[src/rtl/ads868x_spi_responder.sv]
// ads868x_spi_responder
//   Device-side emulation of the ADS868x SPI register/data protocol. The
//   master clocks in a 32-bit command frame:
//     {opcode[7:0], addr[7:0], data[15:0]}
//   While it does so, the responder shifts out the reply that was staged by
//   the previous frame.
//
//   Opcodes:
//     D0  write data to reg[addr]
//     C8  read half-word; the next frame returns {reg[addr], 16'h0}
//     48  read byte; the next frame returns {reg[addr][7:0], 24'h0}
//     00 or any other value  NOP; the next frame returns {sample_hold, 16'h0}
//
//   Valid register addresses are 0x00, 0x04, 0x08, 0x0C, 0x10 and 0x14.
//
//   Optional build macro ADS_RESP_STATUS_EN: when it is defined, the low 16
//   bits of every reply carry a status word instead of zero:
//     {8'hA5, frame_cnt[3:0], last_err, 1'b0, pending[1:0]}
//
// Ports
//   clk_ref       system clock; at least 8x the spi_sclk frequency
//   sys_rst       synchronous, active-high reset
//   spi_csn       frame select from the master, active low (async)
//   spi_sclk      serial clock from the master, idles low (async)
//   spi_sdi       command bits from the master, MSB first (async)
//   spi_sdo       reply bits to the master, MSB first
//   spi_rvs       high while idle with a reply staged; low during a frame
//   sample_in     parallel ADC sample
//   sample_valid  qualifies sample_in
//   conv_start    one-cycle pulse on each detected spi_csn fall
//   reg_wr        one-cycle pulse when a valid write frame commits
//   reg_addr      address of the last decoded command
//   reg_wdata     data field of the last decoded command
//   cmd_err       one-cycle pulse on a bad address or an aborted frame
//   fsm_state     current state (0 idle, 1 shift, 2 commit), for observation
//
// Handshake: spi_rvs is a plain level status. It is high only in IDLE, when
// a reply is staged. It drops for the whole frame plus the commit cycle.
module ads868x_spi_responder #(
  parameter int          SYNC_STAGES = 2,
  parameter logic [15:0] REG_RST_14  = 16'h0000
) (
  input  logic        clk_ref,
  input  logic        sys_rst,
  input  logic        spi_csn,
  input  logic        spi_sclk,
  input  logic        spi_sdi,
  output logic        spi_sdo,
  output logic        spi_rvs,
  input  logic [15:0] sample_in,
  input  logic        sample_valid,
  output logic        conv_start,
  output logic        reg_wr,
  output logic [7:0]  reg_addr,
  output logic [15:0] reg_wdata,
  output logic        cmd_err,
  output logic [1:0]  fsm_state
);

  typedef enum logic [1:0] {
    ST_IDLE   = 2'd0,
    ST_SHIFT  = 2'd1,
    ST_COMMIT = 2'd2
  } state_t;

  localparam logic [1:0] PEND_NOP  = 2'd0;
  localparam logic [1:0] PEND_HW   = 2'd1;
  localparam logic [1:0] PEND_BYTE = 2'd2;

  localparam logic [7:0] OP_WRITE = 8'hD0;
  localparam logic [7:0] OP_RD_HW = 8'hC8;
  localparam logic [7:0] OP_RD_BY = 8'h48;

  // ---------------------------------------------------------------------
  // Input synchronizers and edge detection
  // ---------------------------------------------------------------------
  logic [SYNC_STAGES-1:0] csn_sync, sclk_sync, sdi_sync;
  logic                   csn_d, sclk_d;
  logic                   csn_s, sclk_s, sdi_s;
  logic                   csn_fall, csn_rise, sclk_rise, sclk_fall;

  always_ff @(posedge clk_ref) begin
    if (sys_rst) begin
      // csn idles high; resetting it high avoids a false fall after reset.
      csn_sync  <= '1;
      sclk_sync <= '0;
      sdi_sync  <= '0;
      csn_d     <= 1'b1;
      sclk_d    <= 1'b0;
    end else begin
      csn_sync  <= {csn_sync[SYNC_STAGES-2:0], spi_csn};
      sclk_sync <= {sclk_sync[SYNC_STAGES-2:0], spi_sclk};
      sdi_sync  <= {sdi_sync[SYNC_STAGES-2:0], spi_sdi};
      csn_d     <= csn_s;
      sclk_d    <= sclk_s;
    end
  end

  assign csn_s  = csn_sync[SYNC_STAGES-1];
  assign sclk_s = sclk_sync[SYNC_STAGES-1];
  // sdi runs through the same number of stages as sclk, so it is sampled
  // at the same point relative to the pin edge.
  assign sdi_s  = sdi_sync[SYNC_STAGES-1];

  assign csn_fall  = csn_d & ~csn_s;
  assign csn_rise  = ~csn_d & csn_s;
  // sclk edges only count while the frame is selected.
  assign sclk_rise = ~sclk_d & sclk_s & ~csn_s;
  assign sclk_fall = sclk_d & ~sclk_s & ~csn_s;

  // ---------------------------------------------------------------------
  // Datapath registers
  // ---------------------------------------------------------------------
  state_t      state, state_nxt;
  logic [31:0] rx_shift, tx_shift;
  logic [5:0]  bit_cnt;
  logic [15:0] sample_hold;
  logic [1:0]  pending;
  logic [2:0]  pend_idx;
  logic [15:0] regs [6];

  // ---------------------------------------------------------------------
  // Command decode of the received frame
  // ---------------------------------------------------------------------
  logic [7:0]  dec_op, dec_addr;
  logic [15:0] dec_data;
  logic [2:0]  dec_idx;
  logic        dec_cmd, dec_addr_ok, err_now;

  always_comb begin
    dec_op      = rx_shift[31:24];
    dec_addr    = rx_shift[23:16];
    dec_data    = rx_shift[15:0];
    dec_idx     = rx_shift[20:18];
    dec_cmd     = (dec_op == OP_WRITE) || (dec_op == OP_RD_HW) ||
                  (dec_op == OP_RD_BY);
    dec_addr_ok = (dec_addr[1:0] == 2'b00) && (dec_addr[7:5] == 3'b000) &&
                  (dec_addr[4:2] <= 3'd5);
    err_now     = ((state == ST_SHIFT) && csn_rise && (bit_cnt != 6'd32)) ||
                  ((state == ST_COMMIT) && dec_cmd && !dec_addr_ok);
  end

  // ---------------------------------------------------------------------
  // Reply word staged at the start of a frame
  // ---------------------------------------------------------------------
  logic [15:0] status_word, sample_now, rd_word;
  logic [31:0] tx_load;

`ifdef ADS_RESP_STATUS_EN
  logic [3:0] frame_cnt;
  logic       last_err;

  always_ff @(posedge clk_ref) begin
    if (sys_rst) begin
      frame_cnt <= 4'd0;
      last_err  <= 1'b0;
    end else begin
      if (state == ST_COMMIT) frame_cnt <= frame_cnt + 4'd1;
      if (err_now)
        last_err <= 1'b1;
      else if (state == ST_COMMIT)
        last_err <= 1'b0;
    end
  end

  assign status_word = {8'hA5, frame_cnt, last_err, 1'b0, pending};
`else
  assign status_word = 16'h0000;
`endif

  always_comb begin
    // A sample arriving in the same cycle as the csn fall wins.
    sample_now = sample_valid ? sample_in : sample_hold;
    rd_word    = (pend_idx <= 3'd5) ? regs[pend_idx] : 16'h0000;
    case (pending)
      PEND_HW:   tx_load = {rd_word, status_word};
      PEND_BYTE: tx_load = {rd_word[7:0], 8'h00, status_word};
      default:   tx_load = {sample_now, status_word};
    endcase
  end

  // ---------------------------------------------------------------------
  // FSM: state register / next state / outputs
  // ---------------------------------------------------------------------
  always_ff @(posedge clk_ref) begin
    if (sys_rst) state <= ST_IDLE;
    else         state <= state_nxt;
  end

  always_comb begin
    state_nxt = state;
    case (state)
      ST_IDLE:   if (csn_fall) state_nxt = ST_SHIFT;
      ST_SHIFT:  if (csn_rise)
                   state_nxt = (bit_cnt == 6'd32) ? ST_COMMIT : ST_IDLE;
      ST_COMMIT: state_nxt = ST_IDLE;
      default:   state_nxt = ST_IDLE;
    endcase
  end

  always_comb begin
    spi_rvs   = (state == ST_IDLE);
    fsm_state = state;
  end

  // ---------------------------------------------------------------------
  // Shift registers, register file and pulse outputs
  // ---------------------------------------------------------------------
  always_ff @(posedge clk_ref) begin
    if (sys_rst) begin
      spi_sdo     <= 1'b0;
      conv_start  <= 1'b0;
      reg_wr      <= 1'b0;
      reg_addr    <= 8'h00;
      reg_wdata   <= 16'h0000;
      cmd_err     <= 1'b0;
      rx_shift    <= 32'h0;
      tx_shift    <= 32'h0;
      bit_cnt     <= 6'd0;
      sample_hold <= 16'h0000;
      pending     <= PEND_NOP;
      pend_idx    <= 3'd0;
      for (int i = 0; i < 5; i++) regs[i] <= 16'h0000;
      regs[5]     <= REG_RST_14;
    end else begin
      conv_start <= 1'b0;
      reg_wr     <= 1'b0;
      cmd_err    <= err_now;
      if (sample_valid) sample_hold <= sample_in;

      case (state)
        ST_IDLE: begin
          if (csn_fall) begin
            conv_start <= 1'b1;
            bit_cnt    <= 6'd0;
            rx_shift   <= 32'h0;
            tx_shift   <= tx_load;
            spi_sdo    <= tx_load[31];
          end
        end
        ST_SHIFT: begin
          if (csn_rise) begin
            spi_sdo <= 1'b0;
            if (bit_cnt != 6'd32) pending <= PEND_NOP;
          end else if (sclk_rise) begin
            rx_shift <= {rx_shift[30:0], sdi_s};
            // Saturate at 33 so an over-long frame still reads as aborted.
            if (bit_cnt != 6'd33) bit_cnt <= bit_cnt + 6'd1;
          end else if (sclk_fall) begin
            tx_shift <= {tx_shift[30:0], 1'b0};
            spi_sdo  <= tx_shift[30];
          end
        end
        ST_COMMIT: begin
          reg_addr  <= dec_addr;
          reg_wdata <= dec_data;
          pend_idx  <= dec_idx;
          pending   <= PEND_NOP;
          if (dec_cmd && dec_addr_ok) begin
            case (dec_op)
              OP_WRITE: begin
                regs[dec_idx] <= dec_data;
                reg_wr        <= 1'b1;
              end
              OP_RD_HW: pending <= PEND_HW;
              default:  pending <= PEND_BYTE;
            endcase
          end
        end
        default: ;
      endcase
    end
  end

endmodule
[config.mk]
export PLATFORM = sky130hd
export DESIGN_NAME = ads868x_spi_responder
export DESIGN_NICKNAME = d
export VERILOG_FILES = /design/src/rtl/ads868x_spi_responder.sv
export SDC_FILE = /design/constraint.sdc
export NUM_CORES = 1
export LEC_CHECK = 0
export CAP_MARGIN = 20
export CORE_ASPECT_RATIO = 1.5
export CORE_MARGIN = 2
export CORE_UTILIZATION = 35
export CTS_CLUSTER_SIZE = 10
export DETAILED_ROUTE_END_ITERATION = 8
export GPL_TIMING_DRIVEN = 0
export PLACE_DENSITY = 0.58
export SYNTH_ARGS = -nofsm -noshare
export SYNTH_HDL_FRONTEND = slang
export SYNTH_SLANG_ARGS = --single-unit
export TNS_END_PERCENT = 100
[constraint.sdc]
create_clock -name clk_ref -period 7.6 [get_ports clk_ref]
set_input_delay 1.52 -clock clk_ref [delete_from_list [all_inputs] [get_ports clk_ref]]
set_output_delay 1.52 -clock clk_ref [all_outputs]
set_load 0.005 [all_outputs]
* After elaboration in Yosys (flattened, before gate mapping)
Memories as Yosys holds them, arrays and structs flattened. A register that Yosys moved wholly into a read port is not among the register bits.
Cells that the tools add are included.
** Word-level totals
- Word-level logic and storage cells :: 121
- Bits in registers :: 128
- RAM bits :: 96
- Input bits :: 22
- Output and inout bits :: 31
- Memories kept :: 1
** Memory list
- regs :: words 6, width 16, rd ports 1, clocked after Yosys merged registers in 1, write ports 6, RTL line 120 : logic [15:0] regs [6];
** Operators by class
- Equal/unequal tests :: 20
- Muxes and demuxes :: 44
- Bitwise logic cells :: 11
- $add $sub $neg :: 1
- Reductions and logical operators :: 24
- Magnitude comparators :: 2
** Operators with widths (count)
- 32-bit one-hot mux with 2 select lines :: 2
- 31-bit two-way mux :: 4
- 32-bit two-way mux :: 3
- 31-bit one-hot mux with 2 select lines :: 1
- 16-bit two-way mux :: 3
- 6-bit two-way mux :: 4
- 8-bit == test, second input constant :: 2
- 16-bit OR reduction :: 1
- 1-bit two-way mux :: 13
- 2-bit two-way mux :: 6
- 6-bit inequality test, second input constant :: 2
- 2-bit one-hot mux with 2 select lines :: 3
- 6-bit one-hot mux with 2 select lines :: 1
- 2-bit inequality test, second input constant :: 5
- 5-bit AND reduction :: 2
- 3-bit two-way mux :: 3
- 8-bit by 7-bit == test with 1-bit output, second input constant :: 1
- 4-bit AND reduction :: 2
- 1-bit logical AND :: 7
- 6-bit by 1-bit adder with 6-bit output, second input constant :: 1
- 1-bit AND :: 6
- 6-bit == test, second input constant :: 1
- 3-bit less-or-equal comparator, second input constant :: 2
- 2-bit by 1-bit inequality test with 1-bit output, second input constant :: 3
- 13 further kinds :: 24

* Depth between registers and ports, before layout
- Word-level depth :: 10
- Mapped depth :: 7
- Mapped depth without buffers :: 6

* Worst setup path before layout
No wires, ideal clock.
- Path kind :: in2reg
- From :: input port sys_rst
- To :: memory regs[2][0], enable pin
- Arrival time :: 3.395 ns
- Setup time :: 0.414 ns
- Cell stages on the path :: 5
- Path buffers :: 2
- Data required time :: 7.186 ns
- Slack :: 3.791 ns
- Cell sequence :: clkbuf_1 -> inv_1 -> nand4_2 -> clkbuf_1 -> o31ai_1
** RTL lines
- from (decl) :: RTL line 44 : input logic sys_rst,
- to (decl) :: RTL line 120

* Worst setup path after layout
- From :: register state[0] (netlist: fsm_state[0])
- To :: output port spi_rvs
** On the way
- Cells in the longest elaborated chain, start to end :: 1
** Ends and longest elaborated chain
- from (decl) :: RTL line 114 : state_t state, state_nxt;
- from (signal assigned) :: RTL line 187 : else state <= state_nxt;
- 2-bit logical NOT :: RTL line 202 : spi_rvs = (state == ST_IDLE);
- to (decl) :: RTL line 49 : output logic spi_rvs,
Every way passes these cells.

==> results_dict.tcl <==
set metrics [dict create \
    switching_share_pct 21.19 \
    first_global_vias 7254 \
    synth_async_sr_flop_share_pct 0 \
    fin_ws_ns 4.327 \
    tns_ns 0 \
    run_status "completed" \
    max_slew_margin_pct 40.23 \
    seqPwrFrac_pct 52.9 \
    hold_buffers 0 \
    power.leakage_nw 3.896 \
    timing.rr.end "regs[1][12]" \
    gp_congestion 0.8387 \
    intPower_mw 2.097 \
    clkSlewWorstSetupHoldPaths_ns 0.06 \
    die_w_um 143.8 \
    r2r_slack_ns 4.77 \
    pin_count 53 \
    drc 0 \
    rsz0062_at_grt "false" \
    finalWirelength_um 26570 \
    power_frac_comb_pct 4.0 \
    avgSynthCellArea_um2 11.79 \
    n_antenna_cell 0 \
    fin_nets 1013 \
    cp_data_arrival_time_ns 1.75 \
    synth_edf_count 128 \
    grtUsageTotal_pct 17.65 \
    clkPwrFrac_pct 43.1 \
    chipHeight_um 213.8 \
    core_area_um2 28810 \
    hold_path_class "reg2reg" \
    cts_tree "yes" \
    vdd_drop_max_mv 0.1093 \
    synth-main-ff-cell "edfxtp_1" \
    ys_warn_count 0 \
    syn_inst 871 \
    p_per_area_nw_per_um2 217.5 \
    wl_per_cell_um 19.10 \
    numPortBuffers 50 \
    layout_worst_path_cycle_share_pct 43.07 \
    drt-initial-drc-count 470 \
    whs_path_depth 1 \
    area_growth_pct 19.17 \
    syn_area_um2 10270 \
    cts_buffers 27 \
    place_ws_ns 3.961 \
    hpwl_um 19100 \
    p_sw_mw 0.5637 \
    cts_sinks 240 \
    post_cts_buffers 0 \
    htree_levels 1 \
    startpoint "fsm_state[0]" \
    finalPower_mw 2.661 \
    vias_per_cell 5.070 \
    setup_viol 0 \
    antenna_left 0 \
    crit_type "reg2out" \
    worstPathMaxFanout 10 \
    cts_resized 0 \
    required_ns 6.08 \
    layout-drive-gt1-share_pct 14.09 \
    period_needed_ns 3.273 \
    maxCapViolCount 0 \
    clockRootBuffer "clkbuf_16" \
    fillCellCount 2761 \
    grt_pass1_wl_um 40860 \
    rows 76 \
    antenna_found_initial 0 \
    yosysUniqueCellTypes 55 \
    skew_ns 0.01262 \
    start_util_pct 35.63 \
    cts_buffer_depth 3 \
    worst_setup_path_start_kind "flop" \
    r2r_start "fsm_state[1]" \
    dr.pass1.iters 4 \
    worstSkewPairLatency_ns 0.54 \
    worst_pin_slew_ns 0.8965 \
    synth-seq-cells 240 \
    slew_violations 0 \
    endpoint_kind "primary output" \
    fmax_mhz 305.5 \
    rr_worst_depth 7 \
    die_area_um2 30750 \
    hold_viol 0 \
    grt_max_degree 17 \
    cp-endpoint "spi_rvs" \
    grt-ovfl-total 0 \
    via_count 7053 \
    yosysSeqAreaShare_pct 59.27 \
]
[cells by family (layout without fill, tap and decap cells)]
| family | Yosys count | count (layout) | share of synthesized area, % |
|---|---|---|---|
| AOI/OAI and AO/OA | 118 | 118 | 7.166 |
| adders and majority gates | 5 | 5 | 0.6093 |
| buffers and inverters | 93 | 192 | 4.192 |
| DFF | 240 | 240 | 59.27 |
| muxes | 71 | 71 | 10.94 |
| other | 1 | 32 | 0.03652 |
| and+or+nand+nor | 343 | 343 | 17.78 |
[cell type report]
class	instances	area (um2)	area share, %
Tap cell	390	488.0	3.988
Multi-Input combinational cell	569	3916	32.01
Buffer	67	332.8	2.720
Clock buffer	44	739.5	6.044
Sequential cell	240	6086	49.74
Timing Repair Buffer	55	575.6	4.704
Inverter	26	97.59	0.7976
[cells in the mapped netlist, types with 2 or more instances]
| cell type | count | area, um2 |
|---|---|---|
| o221ai_1 | 6 | 52.55 |
| dfxtp_1 | 112 | 2242 |
| mux2_2 | 10 | 112.6 |
| a31oi_1 | 7 | 43.79 |
| clkbuf_1 | 42 | 157.7 |
| a32o_1 | 6 | 60.06 |
| o22a_1 | 6 | 52.55 |
| nor4b_1 | 2 | 17.52 |
| nor3_2 | 28 | 280.3 |
| nor4_1 | 2 | 12.51 |
| or3_1 | 6 | 37.54 |
| o21ai_0 | 8 | 40.04 |
| a21oi_1 | 67 | 335.3 |
| nor2_1 | 38 | 142.6 |
| edfxtp_1 | 128 | 3844 |
| ha_1 | 5 | 62.56 |
| nor2b_1 | 10 | 62.56 |
| nand4_1 | 4 | 25.02 |
| nand2_1 | 98 | 367.9 |
| and3_1 | 3 | 18.77 |
| buf_2 | 16 | 80.08 |
| nor3_1 | 54 | 270.3 |
| nand2b_1 | 23 | 143.9 |
| a221o_1 | 2 | 20.02 |
| buf_6 | 8 | 90.09 |
| nand3_1 | 45 | 225.2 |
| or2_2 | 4 | 25.02 |
| nand3b_1 | 2 | 15.01 |
| mux4_2 | 32 | 720.7 |
| o31ai_1 | 3 | 22.52 |
| and2_1 | 16 | 100.1 |
| a211o_1 | 3 | 26.28 |
| inv_1 | 25 | 93.84 |
| mux2i_1 | 29 | 290.3 |
[stage by stage]
step | area [um2] | util [%] | hold WS [ns] | std cells
final | 12240 | 42.47 | 0.4282 | 1391
after CTS | 12240 | 42.47 | 0.4277 | 1391
after global routing | 12240 | 42.47 | 0.4432 | 1391
after global placement | 11370 | 39.47 | 0.4290 | 1342
after floorplan | 10380 | - | 0.3895 | 902
after detailed placement | 11500 | 39.90 | 0.4223 | 1347
[critical path: stages, from the launching register on]
cell             delay (ns)
dfxtp_1                0.35
buf_2                  0.19
nor2_1                 0.16
clkdlybuf4s50_1        0.52
[power by group through the flow]
stage	clock (mW)	combinational [mW]	sequential [mW]
2_1_floorplan	0	0.0644	1.43
3_3_place_gp	0	0.100	1.44
3_5_place_dp	0	0.107	1.44
4_1_cts	1.17	0.107	1.41
5_1_grt	1.22	0.116	1.41
6_report	1.15	0.106	1.41
[layer usage]
layer / up-vias / GRT usage, % / wire length [um]
li1: 3385 / - / -
met1: 3447 / 19.15 / 10000
met2: 170 / 34.04 / 14580
met3: 51 / 2.255 / 1069
met4: 0 / 7.336 / 915
met5: - / 0 / 0
[sequential cells by signal, indices dropped and copies added, names as in the netlist, named ones only]
register,cells
sdi_sync,2
reg_addr,8
pending,2
sample_hold,16
rx_shift,32
conv_start,1
csn_sync,2
tx_shift,15
spi_sdo,1
fsm_state,2
bit_cnt,6
regs,128
csn_d,1
sclk_d,1
cmd_err,1
sclk_sync,2
reg_wdata,16
reg_wr,1
[worst min-delay path by stage]
stage            startpoint            to  slack, ns
6_report       sclk_sync[0]  sclk_sync[1]       0.43
2_1_floorplan   csn_sync[0]   csn_sync[1]       0.39
4_1_cts        sclk_sync[0]  sclk_sync[1]       0.43
3_3_place_gp   sclk_sync[0]  sclk_sync[1]       0.43
3_5_place_dp   sclk_sync[0]  sclk_sync[1]       0.42
5_1_grt         csn_sync[0]   csn_sync[1]       0.44
[placed cells by master, fill, tap and decap left out, types with 5 or more instances in the layout]
cell type,synthesis,routed
conb_1,1,32
mux2i_1,29,29
nor2_1,38,38
mux2_2,10,10
clkbuf_16,0,27
or3_1,6,6
dfxtp_1,112,112
nor2b_1,10,10
clkdlybuf4s50_1,0,50
o21ai_0,8,6
buf_6,8,8
nand2_1,98,98
a32o_1,6,6
inv_1,25,25
a21oi_1,67,67
o221ai_1,6,6
clkbuf_1,42,59
mux4_2,32,32
nand3_1,45,45
edfxtp_1,128,128
nor3_1,54,54
nand2b_1,23,23
buf_2,16,16
nor3_2,28,28
buf_8,0,5
o22a_1,6,6
ha_1,5,5
a31oi_1,7,7
and2_1,16,16
(Power assumes the default switching activity.)
